## config.mk

```make
export PLATFORM = sky130hd
export DESIGN_NAME = moving_average_pow2_flat
export DESIGN_NICKNAME = d
export VERILOG_FILES = /design/src/rtl/moving_average_pow2_if.sv /design/src/rtl/moving_average_pow2.sv /design/src/flat_wrapper.sv
export SDC_FILE = /design/constraint.sdc
export NUM_CORES = 1
export LEC_CHECK = 0
export CAP_MARGIN = 5
export CORE_ASPECT_RATIO = 0.75
export CORE_MARGIN = 1
export CORE_UTILIZATION = 57
export DETAILED_ROUTE_END_ITERATION = 12
export PLACE_DENSITY = 0.76
export SETUP_SLACK_MARGIN = 0.2
export SLEW_MARGIN = 30
export SYNTH_ARGS = -nofsm -noshare
export SYNTH_HDL_FRONTEND = slang
export SYNTH_SLANG_ARGS = --single-unit
```

## constraint.sdc

```tcl
create_clock -name Clk -period 4.3 [get_ports Clk]
set_input_delay 1.29 -clock Clk [delete_from_list [all_inputs] [get_ports Clk]]
set_output_delay 1.29 -clock Clk [all_outputs]
set_load 0.02 [all_outputs]
```

## src/rtl/moving_average_pow2_if.sv

```systemverilog
// moving_average_pow2_if: sample stream in, rounded mean and status out
interface moving_average_pow2_if #(
    parameter int DATA_WIDTH   = 16,
    parameter int LOG2_MAX_LEN = 6
);
    localparam int LW = $clog2(LOG2_MAX_LEN + 1);
    logic signed [DATA_WIDTH-1:0] Input;
    logic                         InValid;
    logic [LW-1:0]                Log2Len;
    logic signed [DATA_WIDTH-1:0] Output;
    logic                         OutValid;
    logic                         Settled;
    modport master (output Input, InValid, Log2Len, input Output, OutValid, Settled);
    modport slave (input Input, InValid, Log2Len, output Output, OutValid, Settled);
endinterface

```

## src/rtl/moving_average_pow2.sv

```systemverilog
// moving_average_pow2: boxcar running mean over a run-time power-of-two window
module moving_average_pow2 #(
    parameter int LOG2_MAX_LEN = 6,
    parameter int DATA_WIDTH   = 16
) (
    input logic                  Clk,
    input logic                  Reset_n,
    moving_average_pow2_if.slave bus
);
    localparam int LW    = $clog2(LOG2_MAX_LEN + 1);
    localparam int DEPTH = 1 << LOG2_MAX_LEN;
    localparam int SW    = DATA_WIDTH + LOG2_MAX_LEN;
    localparam int FW    = LOG2_MAX_LEN + 1;

    logic signed [DATA_WIDTH-1:0] mem [DEPTH];
    logic [LOG2_MAX_LEN-1:0]      wr, rd;
    logic [FW-1:0]                fill, fill_next, n;
    logic [LW-1:0]                len_in, len_q;
    logic                         change, accept;
    logic signed [DATA_WIDTH-1:0] s1_new, s1_old;
    logic                         s1_sub, s1_full, s1_v;
    logic signed [SW-1:0]         sum;
    logic                         s2_full, s2_v;
    logic [SW:0]                  half;
    logic signed [SW:0]           rnd;

    // Length clamp/compare, read address of the oldest sample and the rounded sum
    always_comb begin
        len_in    = (bus.Log2Len > LW'(LOG2_MAX_LEN)) ? LW'(LOG2_MAX_LEN) : bus.Log2Len;
        change    = len_in != len_q;
        accept    = bus.InValid && !change;
        n         = FW'(1) << len_q;
        rd        = wr - LOG2_MAX_LEN'(n);
        fill_next = (fill == n) ? fill : fill + 1'b1;
        half      = ((SW+1)'(1) << len_q) >> 1;
        rnd       = {sum[SW-1], sum} + half;
    end

    // Sample RAM; contents survive reset, fill gating hides stale entries
    always_ff @(posedge Clk) begin
        if (Reset_n && accept) mem[wr] <= bus.Input;
    end

    // Stage 1: capture new and oldest sample, advance write pointer and fill count
    always_ff @(posedge Clk) begin
        if (!Reset_n) begin
            wr    <= '0;
            fill  <= '0;
            len_q <= len_in;
            s1_v  <= 1'b0;
        end else if (change) begin
            len_q <= len_in;
            fill  <= '0;
            s1_v  <= 1'b0;
        end else begin
            s1_v <= bus.InValid;
            if (bus.InValid) begin
                wr      <= wr + 1'b1;
                fill    <= fill_next;
                s1_new  <= bus.Input;
                s1_old  <= mem[rd];
                s1_sub  <= fill == n;
                s1_full <= fill_next == n;
            end
        end
    end

    // Stage 2: running sum of the window, zero-padded until the window is full
    always_ff @(posedge Clk) begin
        if (!Reset_n || change) begin
            sum  <= '0;
            s2_v <= 1'b0;
        end else begin
            s2_v <= s1_v;
            if (s1_v) begin
                sum     <= sum + SW'(s1_new) - (s1_sub ? SW'(s1_old) : SW'(0));
                s2_full <= s1_full;
            end
        end
    end

    // Stage 3: rounded mean with status; Output and Settled hold between pulses
    always_ff @(posedge Clk) begin
        if (!Reset_n) begin
            bus.Output   <= '0;
            bus.OutValid <= 1'b0;
            bus.Settled  <= 1'b0;
        end else if (change) begin
            bus.OutValid <= 1'b0;
        end else begin
            bus.OutValid <= s2_v;
            if (s2_v) begin
                bus.Output  <= DATA_WIDTH'(rnd >>> len_q);
                bus.Settled <= s2_full;
            end
        end
    end
endmodule

```

## src/flat_wrapper.sv

```systemverilog
// flat-port wrapper written by rule: the top's interface ports become plain ports
module moving_average_pow2_flat 
#(
    parameter int LOG2_MAX_LEN = 6,
    parameter int DATA_WIDTH   = 16
)
  (Clk, Reset_n, bus_Input, bus_InValid, bus_Log2Len, bus_Output, bus_OutValid, bus_Settled);
  moving_average_pow2_if #(.DATA_WIDTH(DATA_WIDTH), .LOG2_MAX_LEN(LOG2_MAX_LEN)) bus_i ();
  input logic Clk;
  input logic Reset_n;
  input wire logic [$bits(bus_i.Input)-1:0] bus_Input;
  input wire logic [$bits(bus_i.InValid)-1:0] bus_InValid;
  input wire logic [$bits(bus_i.Log2Len)-1:0] bus_Log2Len;
  output wire logic [$bits(bus_i.Output)-1:0] bus_Output;
  output wire logic [$bits(bus_i.OutValid)-1:0] bus_OutValid;
  output wire logic [$bits(bus_i.Settled)-1:0] bus_Settled;
  assign bus_i.Input = bus_Input;
  assign bus_i.InValid = bus_InValid;
  assign bus_i.Log2Len = bus_Log2Len;
  assign bus_Output = bus_i.Output;
  assign bus_OutValid = bus_i.OutValid;
  assign bus_Settled = bus_i.Settled;
  moving_average_pow2 #(.LOG2_MAX_LEN(LOG2_MAX_LEN), .DATA_WIDTH(DATA_WIDTH)) u_core (.Clk(Clk), .Reset_n(Reset_n), .bus(bus_i));
endmodule
```

== After elaboration in Yosys (flattened, before gate mapping) ==
Memory sizes are Yosys's and may differ from the RTL's. A register that Yosys moved wholly into a read port is not among the register bits.
Index checks and enable logic that the tools add are counted.
Storage, ports and cells
  memory bits (writable): 1024
  output and inout bits: 18
  register bits after elaboration: 77
  input port bits: 22
  memories: 1
Cells by class
  multiplexer cells: 7
  magnitude comparators: 1
  bitwise gates (word level): 3
  reductions and logical operators: 10
  add/subtract/negate cells: 6
  shifts and indexed selects: 3
  equality and inequality tests: 4
Memories
  u_core.mem: words 64, bits a word 16, read ports 1, clocked after Yosys merged registers in 1, wr ports 1, RTL line moving_average_pow2.sv:15  | logic signed [DATA_WIDTH-1:0] mem [DEPTH];
Operator list (count)
  23-bit by 22-bit adder with 23-bit output: 1
  1-bit by 3-bit << shifter with 23-bit output, first input constant: 1
  23-bit by 3-bit >>> shifter with 16-bit output: 1
  22-bit by 16-bit adder with 22-bit output: 1
  22-bit two-way mux: 1
  22-bit subtractor: 1
  7-bit == test: 2
  3-bit two-way mux: 3
  7-bit by 1-bit adder with 7-bit output, second input constant: 1
  7-bit two-way mux: 1
  1-bit by 3-bit << shifter with 7-bit output, first input constant: 1
  6-bit by 1-bit adder with 6-bit output, second input constant: 1
  2-bit AND reduction: 3
  6-bit subtractor: 1
  3-bit > comparator, second input constant: 1
  3-bit != test: 1
  1-bit inverter: 3
  3-bit AND reduction: 1
  1-bit logical AND: 2
  1-bit logical NOT: 2
  1-bit two-way mux: 2
  2-bit by 1-bit != test with 1-bit output, second input constant: 1
  2-bit OR reduction: 1
  1-bit logical OR: 1

== Depth between registers and ports, before layout ==
Gate-level depths: netlist of run 1.
  word-level depth: 8
  mapped depth: 16
  mapped depth without buffers: 13

== Least setup slack after synthesis of run 1 ==
No wires, ideal clock.
  path kind: reg-to-reg
  start: register u_core.len_q[0]
  end: register u_core.s1_old[0] (read register of u_core.mem) (data pin)
  path slack: 268 ps
  path buffers: 6
  stages on the path, launching flop included: 12
  arrival time: 3760 ps
  clock period less this slack: 4032 ps
  cell sequence: edfxtp_1 buf_4 buf_2 clkbuf_1 nor3_1 ha_1 clkbuf_1 buf_2 clkbuf_1 mux4_2 mux4_2 mux4_2
Between the ends
  word-level cells in the longest chain between the ends: 3
  elaborated cells between the ends (all ways): 5
  classes of those cells: add/sub: 1; eq/ne: 1; shift: 1; bitwise: 1; reduce/logical: 1
RTL lines
  start: declaration: RTL line moving_average_pow2.sv:18  | logic [LW-1:0] len_in, len_q;
  start signal: assignment: RTL line moving_average_pow2.sv:49  | len_q <= len_in;
  start signal: assignment: RTL line moving_average_pow2.sv:52  | len_q <= len_in;
  parallel branches: the longest is 3 deep, another holds 6-bit subtractor
  end: declaration: RTL line moving_average_pow2.sv:20  | logic signed [DATA_WIDTH-1:0] s1_new, s1_old;
Parallel ways; which one is timed is not known.
A chain may end at the register's enable or synchronous reset.

== Worst setup path in the final report of run 1 ==
  start: register u_core.len_q[1]
  end: register u_core.s1_old[4] (read register of u_core.mem) (data pin)
Same word-level chain as after synthesis.

==> impl_results.md, run 1 <==
* Sink Count at 1117
* Hold path startpoint: u_core.s1_full
* Synth unique cells at 77
* FF-to-FF End: u_core.s1_old[4]
* Hold Crit Depth at 0
* Num CTS Buffers at 103
* Lkg Pwr at 0.0171 uW
* Status: finished clean
* Clk buf depth at 3
* Largest net degree at the start of global routing at 71
* Setup crit start: u_core.len_q[1]
* I/O pin count at 40
* Worst Path Arrival at 4.49 ns
* Vias at 24900
* Internal at 18700 uW
* Reg2reg path depth at 12
* Slew Viols, Final at 0
* Router iterations before antenna repair at 6
* Antenna Nets Post-Route at 0
* Vias in the first global route at 24100
* Hold path endpoint: u_core.s2_full
* Fill cells at 5093
* Initial antenna violation count at 10
* EDFF count, synth at 1062
* Tmin final at 4.06 ns
* Seq/Total Area, Yosys at a little over 70%
* Cell Area, Synth at 46200 um2
* DRT iter0 DRCs at about 3600
* FF-to-FF Start: u_core.len_q[1]
* Starting Density at 57.5%
* Total gr overflow at 0
* Clk_lat worst skew at 0.70 ns
* Die H at approximately 250 um
* Fin nets at 2624
* Number of synthesis warnings at 0
* Hold_buf cts at 0
* Synth Register Bits at 1117
* Layout Skew at roughly 0.047 ns
* Die ar. at 82300 um2
* Final hold violations at 0
* Post-Synth XOR/XNOR Area at 1.06%
* Setup ws final at 0.235 ns
* RSZ-0062 raised after global routing: true
* Startpoint type of the worst setup path: flop
* Synth Area in Simple Gates at under 10%
* Drt total wl at between 100000 and 150000 um
* Place WS at -0.0423 ns
* Placeable Area at slightly above 80000 um2
* Maxcap violations at 0
* Psw at 5740 uW
* Net Count, Synth at 2442
* Max-slew headroom at 42.2%
* Main flop type after synthesis: edfxtp_1
* FF-to-FF setup slack at about 0.24 ns
* Sequential Power Share at 48.9%
* Asr flop ratio synth at 0%
* Main combinational cell family by area after synthesis: multiplexers
* Syn Inst Count at around 2400
* Cell Pwr Density at 463 nW/um2
* Port buffer count at 39
* Placed Instance Area at between 40000 and 50000 um2
* Multiplexer share of the synthesized area at 16.9%
* Share of post-route cells with drive strength above 1 at 26.9%
* Register area at between 30000 and 40000 um2
* Worst Tran Pin Value at 0.867 ns
* Crit path kind: flop to flop
* Compound-Gate Fraction of Synth Area at 3.41%
* Post-route DRC at 0
* Tcrit/Tclk final at 94.5%
* Fmax at 246 MHz
* Total track usage at 28.2%
* Fin area at 52800 um2
* Site Rows at 90
* Global placer's final weighted congestion at 0.899
* Die W at about 330 um
* Layout area overhead at 14.2%
* H-tree depth at 3
* WP data required at around 4.7 ns
* Clock Power Share at 38.6%
* Vias per Instance at 6.74
* Crit end category: flop
* Worst Hold Class: flop to flop
* Tot Pwr at around 24000 uW
* CTS clk-pin slew, worst paths at 0.06 ns
* Finish-stage setup viols at 0
* Combinational Power Share at 12.6%
* Mean Syn Cell Area at 19.5 um2
* Wire per inst at 31.3 um
* Worst vdd rail ir drop at 0.405 mV
* Crit Path Max Fanout at 24
* Sw Share at 23.5%
* Hpwl dp at 69000 um
* First-pass GRT wire length at 166000 um
* Area taken by multi-input logic gates at approximately 12000 um2
* CTS tree: yes
* Synth Area in Adders at 1.79%
* CTS root buf: clkbuf_16
-- cell families after synthesis --
kind of cell    count (synthesis)
compound gates                221
xor+xnor                       55
fa+ha+maj                      53
buf+inv                       223
flops                        1117
mux                           359
simple gates                  339
-- stage by stage --
step / cells / hold slack [ns] / TNS [ns] / utilization, %
finish: 3699 / 0.422 / 0 / 65.7
global route: 3696 / 0.445 / 0 / 65.7
CTS: 3687 / 0.424 / 0 / 65.3
detailed placement: 3491 / 0.408 / -3.43 / 60.9
global placement: 3491 / 0.404 / -1.57 / 60.9
floorplan: 2367 / 0.400 / 0 / -
-- critical path, stage by stage (launching register included) --
cell and delay [ns]:
edfxtp_1 0.42, nor3_1 0.07, buf_4 0.16, ha_4 0.16, fa_4 0.49, xnor2_2 0.17
xnor2_2 0.18, buf_4 0.21, buf_16 0.21, buf_16 0.21, mux4_2 0.36, mux4_2 0.59
mux4_2 0.51
-- power groups by stage --
stage	Sequential, uW	Combinational [uW]	Clock, uW
2_1_floorplan	12200	1760	0
3_3_place_gp	12200	2820	0
3_5_place_dp	12200	2880	0
4_1_cts	11900	2920	9530
5_1_grt	11900	3190	9940
6_report	11900	3070	9430
-- cell usage after synthesis, types with 15 or more instances --
cell type	count	share of area, %
a211oi_1	15	0.24
a21oi_1	39	0.42
and2_1	19	0.26
buf_2	41	0.44
clkbuf_1	71	0.58
dfxtp_1	55	2.4
edfxtp_1	1062	69
fa_1	22	0.95
ha_1	31	0.84
inv_1	95	0.77
mux2i_1	15	0.32
mux4_2	338	16
nand2_1	63	0.51
nand3_1	36	0.39
nor2_1	134	1.1
nor3_1	16	0.17
o211ai_1	18	0.29
o21ai_0	31	0.34
xnor2_1	38	0.72
xor2_1	16	0.30
-- placed cells by master (no fill, tap or decap), types with 7 or more instances in the layout --
master,Yosys,routed
buf_4,3,121
nor2_1,134,133
a31oi_1,10,8
inv_1,95,95
clkbuf_1,71,24
nor3_1,16,15
bufinv_16,0,13
mux4_2,338,338
fa_1,22,21
ha_1,31,30
a211oi_1,15,15
xor2_1,16,16
o21ai_0,31,31
and2_1,19,19
a21o_1,11,11
clkdlybuf4s50_1,0,23
clkinv_2,0,23
xnor2_1,38,34
buf_12,0,31
a21oi_1,39,38
o211ai_1,18,18
dfxtp_1,55,55
nand3_1,36,36
mux2i_1,15,15
and3_1,10,10
nand2_1,63,63
nand4_1,9,9
clkbuf_16,0,111
clkinv_1,2,17
nand2b_1,7,7
buf_2,41,15
edfxtp_1,1062,1062
o221ai_1,9,9
-- state kept, by name, indices dropped and copies added (netlist names) --
| name | count |
|---|---|
| u_core.mem | 1024 |
| u_core.sum | 22 |
| u_core.bus.Output | 16 |
| u_core.s1_new | 16 |
| u_core.s1_old | 16 |
| u_core.fill | 7 |
| u_core.wr | 6 |
| u_core.len_q | 3 |
| u_core.bus.OutValid | 1 |
| u_core.bus.Settled | 1 |
| u_core.s1_full | 1 |
| u_core.s1_sub | 1 |
| u_core.s1_v | 1 |
| u_core.s2_full | 1 |
| u_core.s2_v | 1 |
-- metal layers --
metal / track usage (%) / part of all wire [%]
met2: 42.0 / 46
met4: 6.74 / 2.7
met3: 7.42 / 12
met1: 42.0 / 39
met5: 0 / 0.053
-- area by class of cell --
type                            instances  share of cell area (%)
Inverter                               97                   0.689
Clock buffer                          134                    5.25
Tap cell                             1058                    2.51
Clock inverter                         60                    1.42
Antenna cell                            3                  0.0142
Sequential cell                      1117                    62.5
Multi-Input combinational cell       1027                    23.6
Timing Repair Buffer                  203                    4.04
-- what timing repair did --
item	CTS	global route
endpoints found under the setup margin	20	29
resized for setup	1	16
pin swaps	1	2
buffers inserted	2	3
cloned	0	6
-- worst max path at each step --
stage / end / depth (start not counted)
detailed placement: u_core.mem[59][4] / 10
global route: u_core.s1_old[12] / 12
CTS: u_core.s1_old[3] / 12
finish: u_core.s1_old[4] / 12
floorplan: u_core.s1_old[0] / 11
global placement: u_core.mem[35][12] / 10
Power figures use the tool's default switching activity.
==> run 2: changes to the inputs <==
--- a/config.mk
+++ b/config.mk
@@ -8,9 +8,10 @@
 export CAP_MARGIN = 5
 export CORE_ASPECT_RATIO = 0.75
 export CORE_MARGIN = 1
-export CORE_UTILIZATION = 57
+export CORE_UTILIZATION = 63
 export DETAILED_ROUTE_END_ITERATION = 12
-export PLACE_DENSITY = 0.76
+export PLACE_DENSITY = 0.8
+export RECOVER_POWER = 100
 export SETUP_SLACK_MARGIN = 0.2
 export SLEW_MARGIN = 30
 export SYNTH_ARGS = -nofsm -noshare
==> constraint.sdc (replaced) <==
create_clock -name Clk -period 4.4 [get_ports Clk]
set_input_delay 1.32 -clock Clk [delete_from_list [all_inputs] [get_ports Clk]]
set_output_delay 1.32 -clock Clk [all_outputs]
set_load 0.02 [all_outputs]
==> impl_results.md, run 2 (synthesis gave the netlist of run 1 again) <==
* Status: finished with violations
* Failing checks: capacitance limit, slew limit
* Hold path endpoint: u_core.s2_full
* Total gr overflow at 0 (unchanged)
* Most frequent cells in the layout: edfxtp_1 (1062), mux4_2 (338), nor2_1 (133)
* Layout area overhead at 12.1%
* Largest regs: u_core.mem (1024), u_core.sum (22)
* Largest net degree at the start of global routing at 66 (-7.0%)
* Worst Hold Class: flop to flop
* Layout Skew at 0.0146 ns (-0.0324 ns)
* Wire per inst at 34.0 um (+8.6%)
* Hold Crit Depth at 0 (unchanged)
* Max-slew headroom at -162% (-200 points)
* Critical path's top delay family: buffers and inverters
* FF-to-FF End: u_core.s1_old[10]
* Vias at 25300 (+1.5%)
* Antenna Nets Post-Route at 0 (unchanged)
* Largest register FFs at 1024 (unchanged)
* Maxcap violations at 16 (+16)
* Crit Path Max Fanout at 65 (+170%)
* Vias in the first global route at 25100 (+4.2%)
* Total track usage at 33.1% (+5.0 points)
* Fill cells at 4041 (-21%)
* Most common cell after layout, fill and taps aside: edfxtp_1
* Slowest-stage cell, CP: clkbuf_1
* CTS tree: yes
* Die H at 237 um (-4.8%)
* Crit-path cells: buf_2 > clkbuf_1
* Placeable Area at 72200 um2 (-10%)
* Setup_tns at 0 ns (unchanged)
* Cell total after placement at 3384 (-3.1%)
* Router iterations before antenna repair at 7 (+1)
* Cell Pwr Density at 458 nW/um2 (-1.0%)
* CP Buf/Inv Count at 2 (-2)
* FF-to-FF Start: u_core.len_q[1]
* DRT iter0 DRCs at 3748 (+4.8%)
* Sink Count at 1117 (unchanged)
* Share of post-route cells with drive strength above 1 at 24.1% (-2.8 points)
* CTS root buf: clkbuf_16
* Fin nets at 2610 (-0.53%)
* Register area at 33000 um2 (unchanged)
* CTS clk-pin slew, worst paths at 0.07 ns (about the same)
* Hpwl dp at 71900 um (+4.3%)
* Hold path startpoint: u_core.s1_full
* Area taken by multi-input logic gates at 12500 um2 (about the same)
* Worst Tran Pin Value at 3.93 ns (+3.06 ns)
* Drt total wl at 122000 um (+5.0%)
* Num CTS Buffers at 100 (-2.9%)
* Clk buf depth at 3 (unchanged)
* Slew Viols, Final at 716 (+716)
* Crit end category: flop
* FF-to-FF setup slack at 0.28 ns (+0.04 ns)
* WP data required at 4.30 ns (-0.43 ns)
* Hold slack final at 0.422 ns (+0.000807 ns)
* H-tree depth at 3 (unchanged)
* Utilization after layout at 71.8% (+6.1 points)
* Reg2reg path depth at 12 (unchanged)
* I/O pin count at 40 (unchanged)
* Fin cells at 3575 (-3.4%)
* Worst Path Arrival at 4.19 ns (-0.30 ns)
* Hold_buf cts at 0 (unchanged)
* Startpoint type of the worst setup path: input pin
* RSZ-0062 raised after global routing: true
* Tmin final at 4.28 ns
* Fin area at 51800 um2 (-1.8%)
* Die ar. at 74500 um2 (-9.5%)
* Placed Instance Area at 48600 um2 (-0.75%)
* Die W at 315 um (-4.9%)
* Global placer's final weighted congestion at 0.933 (+3.8%)
* Starting Density at 64.0% (+6.5 points)
* Clk_lat worst skew at 0.68 ns (-0.02 ns)
* Crit path kind: input pin to flop
* Fmax at 233 MHz
* Final hold violations at 0 (unchanged)
* Largest stage delay on the critical path at 2.74 ns (+2.15 ns)
* Reg with most FFs: u_core.mem
* Tcrit/Tclk final at between 90% and 100%
* Initial antenna violation count at 8 (-2)
* Port buffer count at 39 (unchanged)
* Vias per Instance at 7.09 (+5.1%)
* Worst vdd rail ir drop at 0.471 mV (+16%)
* Post-route DRC at 0 (unchanged)
* Site Rows at 85 (-5.6%)
* Finish-stage setup viols at 0 (unchanged)
* Lkg Pwr at 0.0166 uW (-2.6%)
* First-pass GRT wire length at 174000 um (+5.3%)
==> run 2: cell types whose count changed in the layout (fill, tap and decap cells not counted), sizes merged, moves of 2 or more <==
cell           previous run  this run
buf                     174        46
clkdlybuf4s50            23         3
dlygate4sd3               0        20
clkinv                   44        41
clkbuf                  140       239
diode                     3         1
clkinvlp                  2        10
inv                      98       100
==> run 2: what timing repair did <==
action | CTS | global route
buffers inserted | 0 | 3
setup endpoints to repair | 2 | 31
gates resized for setup | 1 | 18
gates cloned | 0 | 3
pin swaps | 0 | 3
==> run 2: worst register-to-register path, delay by kind of cell (launching register included) <==
kind / cells / cell delay (ns)
multiplexers: 3 / 1.56
buffers and inverters: 4 / 0.81
adder cells (fa/ha/maj): 2 / 0.66
flip-flops: 1 / 0.44
XOR/XNOR: 2 / 0.33
AND/OR/NAND/NOR: 1 / 0.07
==> run 2: worst max-delay path by stage <==
stage	startpoint	end	slack (ns)	cells after the start
after floorplan	u_core.len_q[0]	u_core.s1_old[0]	0.37	11
final	bus_Input[12]	u_core.s1_new[12]	0.12	2
after detailed placement	bus_Log2Len[1]	u_core.mem[8][6]	0.15	11
after global placement	bus_Log2Len[1]	u_core.mem[8][6]	0.11	11
after global routing	u_core.len_q[1]	u_core.bus.Output[11]	0.06	13
after CTS	u_core.len_q[1]	u_core.s1_old[1]	0.27	10
==> run 2: layout make-up <==
| class | count | area share, % |
|---|---|---|
| sequential | 1117 | 63.6 |
| antenna | 1 | 0.00483 |
| multi-input combinational | 1027 | 24.1 |
| tap | 957 | 2.31 |
| clock inverter | 68 | 1.45 |
| clock buffer | 116 | 5.07 |
| timing repair buffer | 192 | 2.77 |
| inverter | 97 | 0.702 |
==> run 2: through the flow <==
stage	power [uW]	worst slack, ns
2_1_floorplan	13600	0.368
3_3_place_gp	14700	0.113
3_5_place_dp	14700	0.148
5_1_grt	24300	0.0590
6_report	23800	0.116
4_1_cts	23700	0.270
==> run 2: power by group <==
part           switching, uW  internal, uW
registers               14.5         11700
logic                   1670          1290
clock network           3980          5120
total                   5660         18100
==> run 2: metal layers <==
layer  vias to the layer above  track usage [%]  part of all wire (%)  routed length [um]
met5                         -                0                 0.055                  67
met4                        10             10.7                   3.8                4660
met3                       298             8.44                    12               15000
met2                      1952             51.3                    47               57400
met1                     13000             47.1                    37               44500
li1                      10000                -                     -                   -
